File: config.mk
export PLATFORM = sky130hd
export DESIGN_NAME = serial_adder
export DESIGN_NICKNAME = d
export VERILOG_FILES = /design/src/rtl/serial_adder_pkg.sv /design/src/rtl/serial_adder_fa_slice.sv /design/src/rtl/serial_adder.sv
export SDC_FILE = /design/constraint.sdc
export NUM_CORES = 1
export LEC_CHECK = 0
export ABC_AREA = 1
export ABC_CLOCK_PERIOD_IN_PS = 2550
export BUFFER_PORTS_ARGS = -buffer_cell sky130_fd_sc_hd__buf_2
export CORE_MARGIN = 1.5
export CORE_UTILIZATION = 50
export CTS_BUF_LIST = sky130_fd_sc_hd__clkbuf_8
export CTS_CLUSTER_DIAMETER = 100
export DETAILED_ROUTE_END_ITERATION = 6
export HOLD_SLACK_MARGIN = 0.05
export PLACE_DENSITY = 0.81
export SLEW_MARGIN = 10
export SYNTH_ARGS = -nofsm -noshare
export SYNTH_HDL_FRONTEND = slang
export SYNTH_SLANG_ARGS = --single-unit
File: constraint.sdc
create_clock -name clk -period 2.55 [get_ports clk]
set_clock_uncertainty 0.15 [all_clocks]
set_input_delay 0 -clock clk [delete_from_list [all_inputs] [get_ports clk]]
set_output_delay 0 -clock clk [all_outputs]
set_load 0.1 [all_outputs]
File: src/rtl/serial_adder_pkg.sv
// rtl/serial_adder_pkg.sv - shared FSM state type and counter sizing for serial_adder
package serial_adder_pkg;

    // Controller states: waiting, shifting one bit per cycle, result pulse.
    typedef enum logic [1:0] {
        IDLE = 2'd0,
        RUN  = 2'd1,
        DONE = 2'd2
    } state_e;

    // Bit counter width for an n-bit operand; a 1-bit operand still needs a 1-bit counter.
    function automatic int cnt_width(input int n);
        return (n <= 1) ? 1 : $clog2(n);
    endfunction

endpackage

File: src/rtl/serial_adder_fa_slice.sv
// rtl/serial_adder_fa_slice.sv - single-bit full adder used by the serial datapath
module fa_slice (
    input  logic a,
    input  logic b,
    input  logic cin,
    output logic s,
    output logic cout
);

    // Sum is the three-way parity, carry is the majority of the three inputs.
    always_comb begin
        s    = a ^ b ^ cin;
        cout = (a & b) | (a & cin) | (b & cin);
    end

endmodule

File: src/rtl/serial_adder.sv
// rtl/serial_adder.sv - bit-serial N-bit adder, LSB first, one bit per clock
module serial_adder
    import serial_adder_pkg::*;
#(
    parameter int N = 8
) (
    input  logic         clk,
    input  logic         rst,
    input  logic         start,
    input  logic [N-1:0] a0,
    input  logic [N-1:0] a1,
    input  logic         ci,
    output logic         busy,
    output logic         done,
    output logic [N-1:0] sum,
    output logic         co
);

    localparam int            CW       = cnt_width(N);
    localparam logic [CW-1:0] CNT_LAST = CW'(N - 1);

    state_e        state_q, state_d;
    logic [CW-1:0] cnt_q,   cnt_d;
    logic          carry_q, carry_d;
    logic [N-1:0]  a0_q,    a0_d;
    logic [N-1:0]  a1_q,    a1_d;
    logic [N-1:0]  acc_q,   acc_d;
    logic [N-1:0]  sum_q,   sum_d;
    logic          co_q,    co_d;

    logic          fa_s;
    logic          fa_cout;
    logic [N-1:0]  acc_next;

    // The operand shift registers always present the current bit at index 0.
    fa_slice u_fa (
        .a    (a0_q[0]),
        .b    (a1_q[0]),
        .cin  (carry_q),
        .s    (fa_s),
        .cout (fa_cout)
    );

    // Partial sum fills from the top so that after N shifts bit 0 lands at index 0.
    always_comb begin
        acc_next = N'({fa_s, acc_q} >> 1);
    end

    // Next-state and datapath control; a start in RUN falls through the defaults untouched.
    always_comb begin
        state_d = state_q;
        cnt_d   = cnt_q;
        carry_d = carry_q;
        a0_d    = a0_q;
        a1_d    = a1_q;
        acc_d   = acc_q;
        sum_d   = sum_q;
        co_d    = co_q;

        case (state_q)
            IDLE, DONE: begin
                if (start) begin
                    state_d = RUN;
                    a0_d    = a0;
                    a1_d    = a1;
                    carry_d = ci;
                    cnt_d   = '0;
                    acc_d   = '0;
                end else begin
                    state_d = IDLE;
                end
            end
            RUN: begin
                a0_d    = a0_q >> 1;
                a1_d    = a1_q >> 1;
                carry_d = fa_cout;
                acc_d   = acc_next;
                cnt_d   = cnt_q + CW'(1);
                if (cnt_q == CNT_LAST) begin
                    // Results are published only here so partial sums never reach the outputs.
                    state_d = DONE;
                    cnt_d   = '0;
                    sum_d   = acc_next;
                    co_d    = fa_cout;
                end
            end
            default: begin
                state_d = IDLE;
            end
        endcase
    end

    // State and datapath registers; reset clears everything immediately, aborting any run.
    always_ff @(posedge clk or posedge rst) begin
        if (rst) begin
            state_q <= IDLE;
            cnt_q   <= '0;
            carry_q <= 1'b0;
            a0_q    <= '0;
            a1_q    <= '0;
            acc_q   <= '0;
            sum_q   <= '0;
            co_q    <= 1'b0;
        end else begin
            state_q <= state_d;
            cnt_q   <= cnt_d;
            carry_q <= carry_d;
            a0_q    <= a0_d;
            a1_q    <= a1_d;
            acc_q   <= acc_d;
            sum_q   <= sum_d;
            co_q    <= co_d;
        end
    end

    // Status flags decode directly from the state so they can never overlap.
    always_comb begin
        busy = (state_q == RUN);
        done = (state_q == DONE);
        sum  = sum_q;
        co   = co_q;
    end

endmodule
# After elaboration in Yosys (flattened, before gate mapping)
# Cells that the tools add are included.
[totals]
latchBits = 0
reg_bits = 39
elab_cells = 40
ramBits = 0
input_bits = 20
romBits = 0
output_inout_bits = 11
memories = 0
[op_classes]
div = 0
bitwise_logic = 7
eq_ne = 5
mux = 14
n_reduce_logical = 5
n_lt_le_gt_ge = 0
multipliers = 0
addsub = 1
shifts = 0
[op_table]
columns = ["cell", "n"]
rows = [
  ["$pmux W8 S2", 3],
  ["$mux W8", 3],
  ["$mux W3", 2],
  ["$pmux W3 S2", 1],
  ["$pmux W2 S2", 1],
  ["$reduce_and A2 Y1", 2],
  ["$add A3 B1 Y3 const B", 1],
  ["$and A1 B1 Y1", 3],
  ["$eq A3 B3 Y1 const B", 1],
  ["$eq A2 B1 Y1 const B", 1],
  ["$eq A2 B2 Y1 const B", 1],
  ["$logic_not A2 Y1", 1],
  ["$mux W1", 2],
  ["$mux W2", 1],
  ["$ne A2 B1 Y1 const B", 1],
  ["$ne A2 B2 Y1 const B", 1],
  ["$or A1 B1 Y1", 2],
  ["$pmux W1 S2", 1],
  ["$reduce_bool A2 Y1", 1],
  ["$reduce_or A2 Y1", 1],
  ["$xor A1 B1 Y1", 2],
]

# Depth between registers and ports, before layout
# Gate-level depths: netlist of the first run.
[depth]
depth_word = 4
depth_mapped = 8
mapped_depth_nobuf = 6

# Hierarchy
# From an unflattened synthesis of the first run, not the netlist that was laid out.
[hier_totals]
cells_unflattened = 221
area_unflattened_um2 = 1810.5
[modules_own_cells]
columns = ["module", "area_per_inst_um2", "instances", "cells_per_inst", "seq_area_each_um2"]
rows = [
  ["serial_adder", 1790.5, 1, 220, 950.9],
  ["fa_slice", 20.0, 1, 1, 0.0],
]

# Least setup slack after synthesis of the first run
# Ideal clock, no wire load.
[synth_path]
path_type = "register to output"
startpoint = "reg state_q[0]"
endpoint = "out done"
n_path_buf = 2
arrival_time_ns = 1.977
required_time_ns = 2.400
path_stages_with_launch = 4
setup_slack_ns = 0.423
cell_sequence = "dfrtp_1 > buf_4 > clkbuf_1 > nor2_1"
[synth_via]
elab_chain_len = 1
[synth_rtl]
columns = ["element", "line_no", "source"]
rows = [
  ["from (decl)", "serial_adder.sv:22", "state_e state_q, state_d;"],
  ["from (signal assigned)", "serial_adder.sv:105", "state_q <= state_d;"],
  ["$eq A2 B2 Y1", "serial_adder.sv:119", "done = (state_q == DONE);"],
  ["to (decl)", "serial_adder.sv:14", "output logic done,"],
]
# Every way passes these cells.

# Worst setup path after layout of the first run
[layout_path]
startpoint = "reg state_q[0]"
endpoint = "out busy"
[layout_via]
elab_chain_len = 1
[layout_rtl]
columns = ["element", "line_no", "source"]
rows = [
  ["$eq A2 B1 Y1", "serial_adder.sv:118", "busy = (state_q == RUN);"],
  ["to (decl)", "serial_adder.sv:13", "output logic busy,"],
]
# Every way passes these cells.

==> metrics.cfg, run 1 <==
[run_status]
status=finished clean

[setup_path]
critical_path_class=reg -> out
start_kind=flip-flop
endpoint_kind=output pin
required_ns=2.40
crit_path_cell_trace=inv_2, nor2_4, buf_2
worstPathMaxFanout=18
crit_slowest_cell=dfrtp_1
max_stage_delay_ns=0.74
cp.arrival_ns=1.88

[pwr]
p_switching_mw=1.629
p_clk_share_pct=13.2
p_per_area_nw_per_um2=1389
intPower_mw=1.556
leakagePower_nw=1.289
power_mw=3.185
p_seq_share_pct=34.0
swShare_pct=51.15
combPwrFrac_pct=52.9
irDropWorstVdd_uv=758.5

[route]
drtPass1Iterations=6
vias_per_cell=4.670
drt-initial-drc-count=92
vias=1499
wl_um=3653
ant_nets=0
wl_per_cell_um=11.38
drc=0

[grt]
antenna_found_initial=0
grt_pass1_wl_um=6396
track_usage_pct=20.52
grt_overflow=0
grt_start_max_net_pins=24
grt_pass1_vias=1438

[clock_network]
root_buffer=clkbuf_8
cts_tree=yes
clock_sinks=38
hold_buffers=21
cts_max_path_buffers=2
path_clk_slew_ns=0.07
numCtsBuffers=5
postCtsSetupBuffers=0
cts_resized=0
htreeDepth=2
insertion_delay_ns=0.29

[yosys]
yosysUniqueCellTypes=18
ys_top_cells_by_area=dfrtp_1, nand2_1, inv_1, nand3_1, o21ai_2
synth-adder-area-share_pct=2.484
synthesis.area_um2=1813
yosysTopAreaCellShare_pct=52.45
synth.yosys.warnings=0
synth_seq_area_share_pct=52.45
netlist_instances=221
synthMuxAreaShare_pct=0
synth_seq_cells=38
synth_compound_area_share_pct=6.901
synth_top_family_by_area=simple AND/OR/NAND/NOR gates
synthSimpleGateAreaFrac_pct=26.02
yosys.area.top_type=dfrtp_1
syn_avg_cell_area_um2=8.204
synth-xor-area-share_pct=0
synth_nets=244

[sta]
drv_slew=0
rsz0062_at_grt=no
holdWs_ns=0.2748
worst_pin_slew_ns=0.8386
fmax_mhz=491.8
fin_crit_sh_pct=79.74
min_period_ns=2.033
finalSetupTns_ns=0
relSlewSlack_pct=44.03
final_hold_viol_count=0
setup_viol=0

[finish]
final_common_cell=nand2_1
final_core_util_pct=67.14
area_growth_pct=26.50
fillers=274
layout_common_cells=nand2_1, inv_1, dfrtp_1, nand3_1, buf_2
diodes=0
stdcell_area_um2=2293
drive_above_1_share_pct=20.36
fin_nets=297

[floorplan]
die-area_um2=3996
initial_utilization_pct=53.08
num_rows=21
coreArea_um2=3416
die_x_um=63.22
ios=31
die_y_um=63.22

[place]
port_buffers=30
placed_area_um2=1988
place.gp.congestion=0.8428
dp_hpwl_um=2428

[job]
drv_cap=0

[min_path]
hold_path_class=in -> async

==> synth_stat cells (all sizes together) <==
| library cell | instances |
|---|---|
| buf | 7 |
| clkbuf | 1 |
| dfrtp | 38 |
| fa | 1 |
| ha | 2 |
| inv | 44 |
| nand2 | 76 |
| nand3 | 30 |
| nor2 | 3 |
| o21ai | 19 |
==> critical path, delay by kind of cell, from the launching register on <==
family                 cells  cell delay, ns
DFF                        1            0.74
and+or+nand+nor            1            0.26
buffers and inverters      2            0.59
==> power groups by stage <==
stage	clock network (mW)	logic, mW	registers [mW]
2_1_floorplan	0	0.957	1.51
3_3_place_gp	0	1.60	1.08
6_report	0.419	1.68	1.08
4_1_cts	0.426	1.69	1.08
5_1_grt	0.455	1.87	1.12
3_5_place_dp	0	1.66	1.08
==> per-stage QoR <==
stage / worst slack [ns] / cells
5_1_grt: 0.3898 / 321
4_1_cts: 0.5246 / 321
2_1_floorplan: 0.4229 / 221
6_report: 0.5166 / 321
3_3_place_gp: 0.7772 / 292
3_5_place_dp: 0.6786 / 292
==> state kept, by name, summed over array words and instances (netlist names) <==
signal and count:
state_q 2, carry_q 1, a0_q 8, acc_q 7, a1_q 8, sum 8, co 1, cnt_q 3
==> cell type report <==
type | instances | area, um2 | area share [%]
multi-input combinational | 131 | 641.9 | 27.99
clock buffer | 6 | 82.58 | 3.601
inverter | 44 | 165.2 | 7.201
sequential | 38 | 950.9 | 41.46
timing repair buffer | 54 | 382.9 | 16.69
tap | 46 | 57.56 | 2.510
clock inverter | 2 | 12.51 | 0.5456
==> final timing paths <==
path | startpoint | end | slack [ns] | depth (start not counted)
worst max-delay path | state_q[0] | busy | 0.52 | 3
worst min-delay path | rst | sum[7] | 0.27 | 3
worst max register to register | state_q[0] | a0_q[7] | 0.53 | 6
worst min register to register | sum[4] | sum[4] | 0.33 | 2
max in group asynchronous | rst | a1_q[6] | 1.32 | 4
min in group clk | sum[4] | sum[4] | 0.33 | 2
==> metal layers <==
layer	GRT usage [%]	share of wire (%)	wire length, um	vias to the layer above
met2	33.78	49	1783	39
met3	3.750	4.1	151	6
met4	7.337	1.4	52	0
met1	27.30	46	1665	682
li1	-	-	-	772
met5	0	0	0	-
==> logic make-up after synthesis <==
family	after synthesis
and+or+nand+nor	109
buffers and inverters	52
DFF	38
AOI/OAI and AO/OA	19
adders and majority gates	3
Power figures use the tool's default switching activity.
==> run 2: changes to the inputs <==
--- a/config.mk
+++ b/config.mk
@@ -6,7 +6,7 @@
 export NUM_CORES = 1
 export LEC_CHECK = 0
 export ABC_AREA = 1
-export ABC_CLOCK_PERIOD_IN_PS = 2550
+export ABC_CLOCK_PERIOD_IN_PS = 2120
 export BUFFER_PORTS_ARGS = -buffer_cell sky130_fd_sc_hd__buf_2
 export CORE_MARGIN = 1.5
 export CORE_UTILIZATION = 50
==> constraint.sdc (replaced) <==
create_clock -name clk -period 2.12 [get_ports clk]
set_clock_uncertainty 0.15 [all_clocks]
set_input_delay 0 -clock clk [delete_from_list [all_inputs] [get_ports clk]]
set_output_delay 0 -clock clk [all_outputs]
set_load 0.1 [all_outputs]
==> metrics.cfg, run 2 (synthesized netlist as in run 1, its figures left out) <==
[setup_path]
cp.arrival_ns=1.80
r2r_cells=6
endpoint_kind=flip-flop
critical_path_class=reg -> reg
r2r_start=state_q[1]
rr_endpoint=a0_q[6]
required_ns=2.15
ff2ff_setup_slack_ns=0.35
worstPathMaxFanout=18
start_kind=flip-flop

[place]
place.gp.congestion=0.7953
pre_cts_slack_ns=0.3695
port_buffers=30
dp_cells=292
dp_hpwl_um=2244

[clock_network]
postCtsSetupBuffers=0
htreeDepth=2
root_buffer=clkbuf_8
hold_buffers=21
clock_sinks=38
path_clk_slew_ns=0.08
insertion_delay_ns=0.30
cts_resized=0
numCtsBuffers=5
cts_tree=yes
cts_max_path_buffers=2

[pwr]
intPower_mw=1.949
combPwrFrac_pct=52.9
leakagePower_nw=1.299
p_clk_share_pct=14.8
p_per_area_nw_per_um2=1686
irDropWorstVdd_uv=753.3
p_switching_mw=1.946
p_seq_share_pct=32.4
swShare_pct=49.96

[grt]
antenna_found_initial=0
grtUsageMet1_pct=26.48
busiest_layer=met2
grtUsageMet2_pct=32.58
grt_util_met3_pct=7.143
grt_start_max_net_pins=39
grt_pass1_vias=1523
track_usage_pct=21.28
grt_pass1_wl_um=6506
grt_overflow=0

[sta]
rsz0062_at_grt=no
worst_pin_slew_ns=0.4841
relSlewSlack_pct=67.95
fmax_mhz=565.3
finalSetupTns_ns=0
min_period_ns=1.769
fin_crit_sh_pct=83.44
drv_slew=0
final_hold_viol_count=0
setup_ws_ns=0.3510
setup_viol=0

[finish]
final_common_cell=nand2_1
drive_above_1_share_pct=20.73
layout.cells.non_filler=321
multi_input_area_um2=644.4
fillers=283
seq_area_um2=950.9
layout_common_cells=nand2_1, inv_1, dfrtp_1, nand3_1, buf_2
fin_nets=297
final_core_util_pct=67.66
area_growth_pct=27.47
diodes=0

[route]
drtPass1Iterations=4
wl_per_cell_um=11.36
drt-initial-drc-count=77
drc=0
ant_nets=0
wl_um=3647
vias_per_cell=4.735
vias=1520

[job]
drv_cap=0

[floorplan]
die-area_um2=3996
die_y_um=63.22
coreArea_um2=3416
die_x_um=63.22
ios=31
initial_utilization_pct=53.08
num_rows=21

[run_status]
status=finished clean

[min_path]
hold_path_class=in -> async

run 2: worst max-delay path, stage by stage, from the launching register on:
cell and delay [ns]:
dfrtp_1 0.41, inv_2 0.26, nand2_4 0.20, nand2_2 0.27, inv_2 0.20, nand2_1 0.10, nand2_1 0.06
run 2: metrics by stage:
step	total power, mW	hold WS [ns]	area [um2]
after floorplan	2.970	-0.02905	1815
after global placement	3.235	-0.01370	1991
after detailed placement	3.307	-0.01264	1991
after CTS	3.925	0.2133	2311
after global routing	4.227	0.2659	2311
final	3.895	0.2028	2311
run 2: routing by layer:
layer | routed length [um] | up-vias | part of all wire, %
li1 | - | 773 | -
met1 | 1611 | 682 | 44
met2 | 1705 | 49 | 47
met3 | 189 | 16 | 5.2
met4 | 140 | 0 | 3.8
met5 | 0 | - | 0
run 2: worst max-delay path by stage:
stage,slack (ns),from,to
2_1_floorplan,0.29,state_q[0],co
3_3_place_gp,0.43,state_q[1],acc_q[2]
3_5_place_dp,0.37,state_q[1],a0_q[6]
4_1_cts,0.36,state_q[1],a0_q[6]
5_1_grt,0.21,state_q[1],a0_q[2]
6_report,0.35,state_q[1],a0_q[6]
run 2: power groups by stage:
stage          sequential (mW)  clock [mW]  combinational (mW)
6_report                  1.26       0.575                2.06
3_5_place_dp              1.27           0                2.04
4_1_cts                   1.26       0.589                2.07
3_3_place_gp              1.26           0                1.97
2_1_floorplan             1.82           0                1.15
5_1_grt                   1.30       0.619                2.31
run 2: layout make-up:
cell class	count	area share, %
well taps	46	2.491
inverters	44	7.147
multi-input cells	131	27.88
flip-flops and latches	38	41.15
clock buffers	8	4.764
repair buffers	54	16.57
==> run 3: changes to the inputs <==
--- a/config.mk
+++ b/config.mk
@@ -6,7 +6,7 @@
 export NUM_CORES = 1
 export LEC_CHECK = 0
 export ABC_AREA = 1
-export ABC_CLOCK_PERIOD_IN_PS = 2120
+export ABC_CLOCK_PERIOD_IN_PS = 1560
 export BUFFER_PORTS_ARGS = -buffer_cell sky130_fd_sc_hd__buf_2
 export CORE_MARGIN = 1.5
 export CORE_UTILIZATION = 50
@@ -14,7 +14,7 @@
 export CTS_CLUSTER_DIAMETER = 100
 export DETAILED_ROUTE_END_ITERATION = 6
 export HOLD_SLACK_MARGIN = 0.05
-export PLACE_DENSITY = 0.81
+export PLACE_DENSITY = 0.84
 export SLEW_MARGIN = 10
 export SYNTH_ARGS = -nofsm -noshare
 export SYNTH_HDL_FRONTEND = slang
==> constraint.sdc (replaced) <==
create_clock -name clk -period 1.56 [get_ports clk]
set_clock_uncertainty 0.15 [all_clocks]
set_input_delay 0 -clock clk [delete_from_list [all_inputs] [get_ports clk]]
set_output_delay 0 -clock clk [all_outputs]
set_load 0.1 [all_outputs]
==> metrics.cfg, run 3 (synthesized netlist as in run 1, its figures left out) <==
[sta]
worst_pin_slew_ns=0.4864
relSlewSlack_pct=67.80
setup_viol=0
fmax_mhz=681.5
drv_slew=0
final_hold_viol_count=0
rsz0062_at_grt=no
fin_crit_sh_pct=94.07
holdWs_ns=0.2018
min_period_ns=1.467

[clock_network]
path_clk_slew_ns=0.07
cts_max_path_buffers=2
insertion_delay_ns=0.29
root_buffer=clkbuf_8
numCtsBuffers=5
cts_tree=yes
clock_sinks=38
htreeDepth=2

[place]
place.gp.congestion=0.7661
dp_hpwl_um=2290
dp_cells=297
port_buffers=30
placed_area_um2=2063

[route]
wl_um=3667
wl_per_cell_um=11.18
vias_per_cell=4.756
drc=0
ant_nets=0
vias=1560
drt-initial-drc-count=85
drtPass1Iterations=4

[grt]
antenna_found_initial=0
grt_pass1_vias=1491
track_usage_pct=21.10
grt_start_max_net_pins=39
grt_pass1_wl_um=6410
grt_overflow=0

[pwr]
power_mw=5.403
p_per_area_nw_per_um2=2274
irDropWorstVdd_uv=1639
leakagePower_nw=1.338

[finish]
diodes=0
drive_above_1_share_pct=23.76
layout_common_cells=nand2_1, inv_1, dfrtp_1, nand3_1, buf_2
final_common_cell=nand2_1
multi_input_area_um2=646.9
final_core_util_pct=69.56
fillers=252
area_growth_pct=31.06
stdcell_area_um2=2376
seq_area_um2=952.2
fin_nets=304
layout.cells.non_filler=328

[setup_path]
worstPathMaxFanout=16
endpoint_kind=flip-flop
required_ns=1.59
critical_path_class=reg -> reg
cp.arrival_ns=1.50
start_kind=flip-flop

[floorplan]
initial_utilization_pct=53.08
die-area_um2=3996
ios=31
die_x_um=63.22
coreArea_um2=3416
num_rows=21
die_y_um=63.22

[run_status]
status=finished clean

[job]
drv_cap=0

[min_path]
hold_path_class=in -> async

-- run 3: changes by cell type in the layout (fill, tap and decap cells not counted), moves of 2 or more --
cell and delta:
buf_12 +2, buf_2 -2, buf_4 +9, clkbuf_8 -2
dlygate4sd3_1 -2
-- run 3: timing repair --
| action | CTS | global route |
|---|---|---|
| gates resized for setup | 0 | 1 |
| setup endpoints to repair | 0 | 2 |
| endpoints found under the hold margin | 56 | 0 |
| buffers inserted | 0 | 4 |
| hold buffers | 19 | 0 |
-- run 3: final timing paths --
| check | slack [ns] | startpoint | cells past startpoint | endpoint |
|---|---|---|---|---|
| setup / recovery | 0.09 | cnt_q[0] | 5 | sum[4] |
| hold / removal | 0.20 | rst | 4 | sum[0] |
| setup reg to reg | 0.09 | cnt_q[0] | 5 | sum[4] |
| hold reg to reg | 0.33 | a1_q[3] | 2 | a1_q[3] |
| max in group asynchronous | 0.71 | rst | 4 | state_q[0] |
| min in group clk | 0.30 | a1[7] | 4 | a1_q[7] |
-- run 3: metal layers --
| layer | global-route usage (%) | up-vias | part of all wire, % |
|---|---|---|---|
| li1 | - | 792 | - |
| met1 | 25.21 | 719 | 44 |
| met2 | 34.44 | 37 | 48 |
| met3 | 4.643 | 12 | 4.4 |
| met4 | 13.59 | 0 | 3.6 |
| met5 | 0 | - | 0 |
-- run 3: report_power, final --
group	internal (mW)	total, mW	switching, mW
clock network	0.349	0.676	0.326
logic	0.889	2.99	2.10
registers	1.47	1.73	0.267
total	2.70	5.40	2.70
-- run 3: area by class of cell --
cell class	instances	area share [%]
timing repair buffer	61	19.38
clock inverter	2	0.3686
sequential	38	40.07
clock buffer	6	3.476
inverter	44	7.056
multi-input combinational	131	27.22
tap	46	2.422
-- run 3: through the flow --
stage	setup slack (ns)	TNS [ns]
finish	0.09258	0
global route	0.01540	0
detailed placement	0.08747	0
global placement	0.1298	0
floorplan	-0.2515	-1.887
CTS	0.06045	0
-- run 3: critical path, stage by stage (launching register included) --
cell,delay [ns]
dfrtp_1,0.39
ha_1,0.20
ha_1,0.22
nand2_4,0.19
buf_4,0.16
o21ai_2,0.05
